File: config.mk
export PLATFORM = sky130hd
export DESIGN_NAME = spi_slave_flat
export DESIGN_NICKNAME = d
export VERILOG_FILES = /design/src/rtl/spi_if.sv /design/src/rtl/spi_slave.sv /design/src/flat_wrapper.sv
export SDC_FILE = /design/constraint.sdc
export NUM_CORES = 1
export LEC_CHECK = 0
export CAP_MARGIN = 25
export CORE_UTILIZATION = 48
export CTS_CLUSTER_DIAMETER = 80
export DETAILED_ROUTE_END_ITERATION = 10
export PLACE_DENSITY = 0.71
export SKIP_CTS_REPAIR_TIMING = 1
export SLEW_MARGIN = 10
export SYNTH_ARGS = -nofsm -noshare
export SYNTH_HDL_FRONTEND = slang
export SYNTH_SLANG_ARGS = --single-unit
File: constraint.sdc
create_clock -name CLOCK_Y2 -period 1.84 [get_ports CLOCK_Y2]
set_clock_uncertainty 0.15 [all_clocks]
set_input_delay 0.368 -clock CLOCK_Y2 [delete_from_list [all_inputs] [get_ports CLOCK_Y2]]
set_output_delay 0.368 -clock CLOCK_Y2 [all_outputs]
set_load 0.01 [all_outputs]
File: src/rtl/spi_if.sv
// SPI pin bundle between an external master and the spi_slave block.
// MISO is resolved to a tri-state pin here from the slave's data and enable.
interface spi_if;
  logic       SCK;
  logic       SS;
  logic       MOSI;
  logic       miso_q;
  logic       miso_en;
  logic       LED1;
  logic [7:0] rx_byte;
  wire        MISO;

  assign MISO = miso_en ? miso_q : 1'bz;

  modport slave  (input SCK, SS, MOSI, output miso_q, miso_en, LED1, rx_byte);
  modport master (output SCK, SS, MOSI, input MISO, miso_en, LED1, rx_byte);
endinterface

File: src/rtl/spi_slave.sv
// SPI mode-3 byte slave oversampled by CLOCK_Y2: returns the in-frame byte index
// on MISO and shows bit 0 of the last completed received byte on LED1.
module spi_slave #(
  parameter int SYNC_STAGES = 3
) (
  input  logic CLOCK_Y2,
  input  logic RESET_N,
  spi_if.slave spi
);

  logic [SYNC_STAGES-1:0] sck_sync, ss_sync, mosi_sync, fill;
  logic                   sck_s, ss_s, mosi_s, fill_done;
  logic                   sck_d, ss_d;
  logic                   armed, in_frame;
  logic                   sck_rise, sck_fall, ss_fall, ss_rise, active;
  logic [2:0]             bit_cnt;
  logic [7:0]             byte_idx, tx_shift, rx_shift, rx_byte;
  logic                   miso_q, miso_en;

  assign sck_s     = sck_sync[SYNC_STAGES-1];
  assign ss_s      = ss_sync[SYNC_STAGES-1];
  assign mosi_s    = mosi_sync[SYNC_STAGES-1];
  assign fill_done = fill[SYNC_STAGES-1];

  // A frame may only start after SS has been seen high on real pin samples,
  // so a reset released with SS already low never opens a frame.
  assign sck_rise = sck_s & ~sck_d;
  assign sck_fall = ~sck_s & sck_d;
  assign ss_fall  = ~ss_s & ss_d & armed;
  assign ss_rise  = ss_s & ~ss_d;
  assign active   = in_frame & ~ss_s;

  always_ff @(posedge CLOCK_Y2 or negedge RESET_N) begin
    if (!RESET_N) begin
      sck_sync  <= '1;
      ss_sync   <= '1;
      mosi_sync <= '0;
      fill      <= '0;
      sck_d     <= 1'b1;
      ss_d      <= 1'b1;
      armed     <= 1'b0;
      in_frame  <= 1'b0;
      bit_cnt   <= '0;
      byte_idx  <= '0;
      tx_shift  <= '0;
      rx_shift  <= '0;
      rx_byte   <= '0;
      miso_q    <= 1'b0;
      miso_en   <= 1'b0;
    end else begin
      // NOTE: non-blocking assignments so every register samples pre-edge values.
      sck_sync  <= {sck_sync[SYNC_STAGES-2:0], spi.SCK};
      ss_sync   <= {ss_sync[SYNC_STAGES-2:0], spi.SS};
      mosi_sync <= {mosi_sync[SYNC_STAGES-2:0], spi.MOSI};
      fill      <= {fill[SYNC_STAGES-2:0], 1'b1};
      sck_d     <= sck_s;
      ss_d      <= ss_s;
      if (fill_done && ss_s) armed <= 1'b1;

      if (ss_fall) begin
        in_frame <= 1'b1;
        bit_cnt  <= '0;
        byte_idx <= '0;
        tx_shift <= '0;
        miso_en  <= 1'b1;
      end else if (ss_rise) begin
        in_frame <= 1'b0;
        miso_en  <= 1'b0;
      end else if (active) begin
        if (sck_fall) begin
          miso_q   <= tx_shift[7];
          tx_shift <= {tx_shift[6:0], 1'b0};
        end
        if (sck_rise) begin
          rx_shift <= {rx_shift[6:0], mosi_s};
          if (bit_cnt == 3'd7) begin
            rx_byte  <= {rx_shift[6:0], mosi_s};
            byte_idx <= byte_idx + 8'd1;
            tx_shift <= byte_idx + 8'd1;
            bit_cnt  <= '0;
          end else begin
            bit_cnt <= bit_cnt + 3'd1;
          end
        end
      end
    end
  end

  assign spi.miso_q  = miso_q;
  assign spi.miso_en = miso_en;
  assign spi.rx_byte = rx_byte;
  assign spi.LED1    = rx_byte[0];

endmodule

File: src/flat_wrapper.sv
// flat-port wrapper written by rule: the top's interface ports become plain ports
module spi_slave_flat 
#(
  parameter int SYNC_STAGES = 3
)
  (CLOCK_Y2, RESET_N, spi_SCK, spi_SS, spi_MOSI, spi_miso_q, spi_miso_en, spi_LED1, spi_rx_byte);
  spi_if spi_i ();
  input  logic CLOCK_Y2;
  input  logic RESET_N;
  input wire logic [$bits(spi_i.SCK)-1:0] spi_SCK;
  input wire logic [$bits(spi_i.SS)-1:0] spi_SS;
  input wire logic [$bits(spi_i.MOSI)-1:0] spi_MOSI;
  output wire logic [$bits(spi_i.miso_q)-1:0] spi_miso_q;
  output wire logic [$bits(spi_i.miso_en)-1:0] spi_miso_en;
  output wire logic [$bits(spi_i.LED1)-1:0] spi_LED1;
  output wire logic [$bits(spi_i.rx_byte)-1:0] spi_rx_byte;
  assign spi_i.SCK = spi_SCK;
  assign spi_i.SS = spi_SS;
  assign spi_i.MOSI = spi_MOSI;
  assign spi_miso_q = spi_i.miso_q;
  assign spi_miso_en = spi_i.miso_en;
  assign spi_LED1 = spi_i.LED1;
  assign spi_rx_byte = spi_i.rx_byte;
  spi_slave #(.SYNC_STAGES(SYNC_STAGES)) u_core (.CLOCK_Y2(CLOCK_Y2), .RESET_N(RESET_N), .spi(spi_i));
endmodule
==> impl_results.md, run 1 <==
* Vertical die dimension at 67.1 µm
* FF-to-FF Start: u_core.bit_cnt[0]
* Seq/Total Area, Yosys at 63.2%
* Hold depth at 0
* Max stage delay cell, worst path: sky130_fd_sc_hd__a311o_4
* Run status: finished, violations left
* Share of the clock period used by the worst path at 101%
* Max rail drop VDD at 0.566 mV
* Ratio of total power to cell area at 826 nW/µm²
* Filler Cell Count at 321
* Min-delay src: u_core.mosi_sync[0]
* Total die area at 4510 µm²
* Total Neg Setup Slack at -0.0604 ns
* Cells along the critical path: ha_2 -> ha_4 -> nand3b_1 -> a311o_4 -> a221o_1
* H-tree lvl count at 2
* CP max FO at 8
* Internal reg-to-reg setup slack at -0.02 ns
* Number of warnings reported in the yosys synthesis log at 0
* RSZ-0062 raised after global routing: yes
* WL per Instance at 15.4 µm
* Number of rows in the core area at 23
* Avg Cell Area, Syn at 13.8 µm²
* Final #Nets at 182
* Fmax at 0.538 GHz
* Pin count of the biggest net entering global routing at 28
* Count of TritonRoute iterations in the first routing pass at 4
* Syn_nets at 156
* Detail-routed via count per cell at 5.53
* Slew Viols, Final at 0
* Number of max-cap violations at 0
* TritonCTS Buffers at 5
* Wire length after detailed routing at 3460 µm
* Die Width at 67.1 µm
* Total of flip-flops plus latches after synthesis at 51
* Fin Hold WS at 0.207 ns
* Critical path launch point: u_core.bit_cnt[0]
* Worst Setup Start Kind: flop
* Setup slack after layout at -0.0179 ns
* LEAKAGE at 1.10 nW
* Remaining antenna violation count at 0
* Critical Path End Type: flop
* Placer congestion estimate at 0.745
* Async set-reset flop share out of synthesis at 100%
* TritonCTS clock tree: yes
* Antenna violations before repair at 0
* Via count of the first global-routing pass at 1232
* Area added between synthesis and finish at 17.3%
* First-pass GRT wire length at 5840 µm
* Utilization after layout at 59.3%
* Post-synthesis cell area at 2040 µm²
* Final setup fails at 7
* Starting utilization of the core area at 50.5%
* Synthesized netlist cell count at 148
* DRC errors left at 0
* End of the worst hold path: u_core.mosi_sync[1]
* Number of flops mapped to enable cells by yosys at 0
* Root Buffer: sky130_fd_sc_hd__clkbuf_8
* Buffers from clock root to sink, at most at 2
* Clock input transition at the sequential cells of the worst setup and hold paths at 0.10 ns
* Detailed-route via count at 1244
* Top FF cell, synth: sky130_fd_sc_hd__dfrtp_1
* Grt total ovfl at 0
* Detailed-placement wirelength estimate at 2330 µm
* Required time worst endpoint at 1.88 ns
* Arrival @ worst endpoint at 1.90 ns
* Number of DRC markers after the initial detailed-route iteration at 78
* Number of hold violations in the final report at 0
* Kind of critical path: reg2reg
* Sequential cell area at 1290 µm²
* Total inserted antenna cells at 0
* Proportion of layout cells with a drive suffix above 1 at 27.4%
* Cells on worst reg2reg path at 5
* Max stage delay on crit path at 0.46 ns
* CTS sink cnt at 51
* Global-route usage over all layers at 17.7%
* Path type of the worst min-delay path: reg2reg
* Clock period minus final worst setup slack at 1.86 ns
* Crit path buf inv count at 0
* Footprint of the multi-input gates at 736 µm²
* Cell variety after synth at 31
* Core outline area at 4030 µm²
* Kind of cell adding the most delay to the critical path: compound AO/OA/AOI/OAI gates
* Endpoint of the worst register-to-register path: u_core.tx_shift[6]
* Setup slack after placement at -0.0614 ns
* Count of buffers from port buffering at 15
* Latest clock arrival within the worst-skew pair at 0.30 ns
* Io pins at 16
* Failing checks: setup timing
flip-flops by register name, summed over array words and instances (netlist names):
signal and flops:
u_core.byte_idx 8, u_core.spi.rx_byte 8, u_core.tx_shift 8, u_core.rx_shift 7
u_core.bit_cnt 3, u_core.fill 3, u_core.mosi_sync 3, u_core.sck_sync 3
u_core.ss_sync 3, u_core.armed 1, u_core.in_frame 1, u_core.sck_d 1
u_core.spi.miso_q 1, u_core.ss_d 1
final cells by class:
cell class                      count  area share [%]
Clock buffer                        5            2.88
Clock inverter                      3           0.943
Inverter                            5           0.786
Multi-Input combinational cell     90            30.8
Sequential cell                    51            53.9
Tap cell                           50            2.62
Timing Repair Buffer               21            8.07
power by group:
part           switching [mW]  internal, mW
Clock                   0.384         0.276
Sequential             0.0295          1.17
Combinational          0.0614        0.0530
stage by stage:
stage          area [µm²]  power (mW)  std cells
2_1_floorplan        2040        1.28        148
3_3_place_gp         2240        1.32        214
3_5_place_dp         2240        1.33        214
4_1_cts              2330        1.98        222
5_1_grt              2390        2.05        225
6_report             2390        1.97        225
placed cells by master (no fill, tap or decap), types with 2 or more instances in the layout:
cell / netlist / final
sky130_fd_sc_hd__nor2_1: 5 / 5
sky130_fd_sc_hd__inv_6: 0 / 2
sky130_fd_sc_hd__a221o_1: 7 / 7
sky130_fd_sc_hd__or3_1: 3 / 3
sky130_fd_sc_hd__clkbuf_8: 2 / 5
sky130_fd_sc_hd__nand3b_1: 2 / 2
sky130_fd_sc_hd__dfstp_2: 8 / 8
sky130_fd_sc_hd__dfrtp_1: 43 / 43
sky130_fd_sc_hd__nand3_1: 4 / 4
sky130_fd_sc_hd__nand3_4: 1 / 2
sky130_fd_sc_hd__a21o_1: 8 / 8
sky130_fd_sc_hd__xor2_1: 2 / 2
sky130_fd_sc_hd__mux2_2: 16 / 16
sky130_fd_sc_hd__clkdlybuf4s50_1: 0 / 14
sky130_fd_sc_hd__o21ai_0: 9 / 8
sky130_fd_sc_hd__inv_1: 5 / 5
sky130_fd_sc_hd__nand2_1: 11 / 11
sky130_fd_sc_hd__a21oi_1: 5 / 5
sky130_fd_sc_hd__buf_4: 1 / 5
worst max path at each step:
| stage | endpoint | depth (start not counted) |
|---|---|---|
| floorplan | u_core.spi.rx_byte[3] | 6 |
| global placement | u_core.tx_shift[7] | 5 |
| detailed placement | u_core.tx_shift[2] | 5 |
| CTS | u_core.tx_shift[2] | 5 |
| global route | u_core.tx_shift[6] | 5 |
| finish | u_core.tx_shift[6] | 5 |
kinds of logic after synthesis:
group | Yosys count | synth area share, %
buffers and inverters | 8 | 2.64
and+or+nand+nor | 32 | 9.65
AOI/OAI and AO/OA | 34 | 12.4
muxes | 16 | 8.85
adders and majority gates | 3 | 1.84
xor gates and xnor gates | 3 | 1.29
DFF | 51 | 63.2
other | 1 | 0.184
cell usage after synthesis (2+ instances only):
library cell,n,area share (%)
sky130_fd_sc_hd__a221o_1,7,3.4
sky130_fd_sc_hd__a21oi_1,5,1.2
sky130_fd_sc_hd__nand2_1,11,2.0
sky130_fd_sc_hd__a21o_1,8,3.0
sky130_fd_sc_hd__or3_1,3,0.92
sky130_fd_sc_hd__nor2_1,5,0.92
sky130_fd_sc_hd__xor2_1,2,0.86
sky130_fd_sc_hd__ha_1,3,1.8
sky130_fd_sc_hd__inv_1,5,0.92
sky130_fd_sc_hd__dfstp_2,8,10
sky130_fd_sc_hd__o21ai_0,9,2.2
sky130_fd_sc_hd__clkbuf_8,2,1.4
sky130_fd_sc_hd__nand3_1,4,0.98
sky130_fd_sc_hd__nand3b_1,2,0.74
sky130_fd_sc_hd__mux2_2,16,8.9
sky130_fd_sc_hd__dfrtp_1,43,53
per-layer routing:
metal | vias to the layer above | GRT usage [%] | wire, µm
met1 | 628 | 24.1 | 1640
met5 | - | 0 | 0
met3 | 6 | 3.60 | 116
met2 | 28 | 27.9 | 1660
li1 | 582 | - | -
met4 | 0 | 6.38 | 46
No activity file was read; power rests on OpenSTA's default activity.
==> run 2: changes to the inputs <==
--- a/config.mk
+++ b/config.mk
@@ -7,6 +7,7 @@
 export LEC_CHECK = 0
 export CAP_MARGIN = 25
 export CORE_UTILIZATION = 48
+export CTS_BUF_LIST = sky130_fd_sc_hd__clkbuf_4 sky130_fd_sc_hd__clkbuf_8 sky130_fd_sc_hd__clkbuf_16
 export CTS_CLUSTER_DIAMETER = 80
 export DETAILED_ROUTE_END_ITERATION = 10
 export PLACE_DENSITY = 0.71
==> results of run 2 <==
Same layout as run 1: the final DEF is identical, and so are final timing and power.
==> RTL edit: new RTL, flow settings as in run 1 <==
Register the output `spi.LED1`, without a reset; this adds one clock of latency there.
--- a/src/rtl/spi_slave.sv
+++ b/src/rtl/spi_slave.sv
@@ -89,7 +89,9 @@
   assign spi.miso_q  = miso_q;
   assign spi.miso_en = miso_en;
   assign spi.rx_byte = rx_byte;
-  assign spi.LED1    = rx_byte[0];
+  always_ff @(posedge CLOCK_Y2) begin
+    spi.LED1 <= rx_byte[0];
+  end
 
 endmodule
 
Behaviour: no difference found for any inputs over 10 cycles, from zero or initial values and one cycle with RESET_N low; that may be too few to reach the edited logic, so the function may still have changed.
==> RTL edit against run 1 <==
The run still ends with setup timing left. Total power is 13% higher. Largest cell class unchanged. Sequential cell count up 1. Area after synthesis grew 0.61%. Count of clock-buffer cells in the layout rose by 1. Synthesized cell count unchanged. Design area grew 2.1%. Largest power group unchanged. Worst setup slack gained 0.0025 ns. Routed wire length down 5.8%.
==> RTL edit: results (changes against run 1) <==
The detailed-routed wire length on met3 is 74 um (was 116 um). The wire length on met1 is 1590 um (was 1640 um), and the number of clock-tree buffers in the layout is 6 (was 5). The logs give 215 (was 214) for the number of instances in the placed design and 184 (was 182) for the final-stage net count. The multi-input combinational area share works out to 29.1% (was 30.8%). The share of synthesized cell area in full adder, half adder and majority cells came out at 1.83% (was 1.84%). For the post-synth net total, the log shows 156 (unchanged). Ratio of routed vias to standard cells: 5.27 (was 5.53). Proportion of synthesized area in mux cells: 8.80% (was 8.85%).

Worst slack at placement: -0.0240 ns (was -0.0614 ns). The share of post-route cells with drive strength above 1 is 27.1% (was 27.4%). Violated checks: setup timing (unchanged). Power in the clock group: 0.000888 W (was 0.000660 W). The complex-gate fraction of the synthesized area came out at 12.3% (was 12.4%). For the total routing usage reported by global routing, the log shows 16.7% (was 17.7%).

The setup total negative slack was -0.0507 ns (was -0.0604 ns). Xor/xnor share of the synthesized area: 1.28% (was 1.29%). The multi-input combinational gate total was 89 (was 90); the number of antenna violations at the first check in global routing was 0 (unchanged). The proportion of synthesized chip area in sequential cells is 63.8% (was 63.2%), and the first-pass GRT wire length is 5460 um (was 5840 um).

The met1 routing resource usage after global routing came out at 21.1% (was 24.1%). The final non-filler cell total was 227 (was 225); the die width was 67.3 um (was 67.1 um). The async set-reset flop share out of synthesis was 98.1% (was 100%); the total chip power was 0.00222 W (was 0.00197 W).

The estimated wirelength of the detail-placed design is 2200 um (was 2330 um), and the number of buffers created by CTS is 5 (unchanged). The number of filler instances in the final layout is 323 (was 321). The share of power burned in registers was 54.9% (was 60.8%). Final count of negative-setup-slack endpoints: 7 (unchanged). Maximum vdd drop: 0.000444 V (was 0.000566 V). The met2 track utilization from global routing is 26.6% (was 27.9%), and the layout buffering overhead excluding clock cells is 8.52% (was 8.07%).

The number of storage elements in the synthesis netlist is 52 (was 51). The tools report the detailed route wirelength on metal2 as 1570 um (was 1660 um). Top layer reached by signal wires: met4 (unchanged). The sequential cell area is 1310 sq um (was 1290 sq um), and the final critical-path setup slack is -0.0154 ns (was -0.0179 ns). The static power due to leakage is 1.14 nW (was 1.10 nW), and the clock buffer and inverter area fraction after layout is 5.44% (was 3.83%). The summed instance area of the synthesized netlist is 2050 sq um (was 2040 sq um), and the count of plain and timing-repair buffers is 23 (was 21).

For the global routing met3 resource utilization, the log shows 4.73% (was 3.60%). The flow ran to the end, but the final reports show violations. Cells taking the most area after synthesis: dfrtp_1, dfstp_2, mux2_2, a221o_1, a21o_1 (unchanged). The tools report the iteration-0 DRC count of the detailed router as 68 (was 78). The placer's final routability congestion estimate was 0.743 (was 0.745); the switching power as a share of total power was 19.5% (was 24.1%).
RTL edit: cell types whose count changed after synthesis, sizes merged:
cell	before	now
buf	1	0
dfxtp	0	1
RTL edit: path summary, 6_finish.rpt:
check,start,to,slack (ns),cells after the start
worst min-delay path,u_core.mosi_sync[1],u_core.mosi_sync[2],0.20,0
worst max register to register,u_core.bit_cnt[1],u_core.tx_shift[5],-0.02,5
worst min register to register,u_core.mosi_sync[1],u_core.mosi_sync[2],0.20,0
min in group asynchronous,RESET_N,u_core.fill[0],0.46,3
max in group asynchronous,RESET_N,u_core.ss_sync[2],0.77,3
worst max-delay path,u_core.bit_cnt[1],u_core.tx_shift[5],-0.02,5
RTL edit: worst max-delay path, cell delays in order (launching register included):
cell and delay [ns]:
dfrtp_1 0.36, ha_2 0.20, ha_4 0.14, nand3b_1 0.10, a311o_4 0.46, a221o_1 0.32
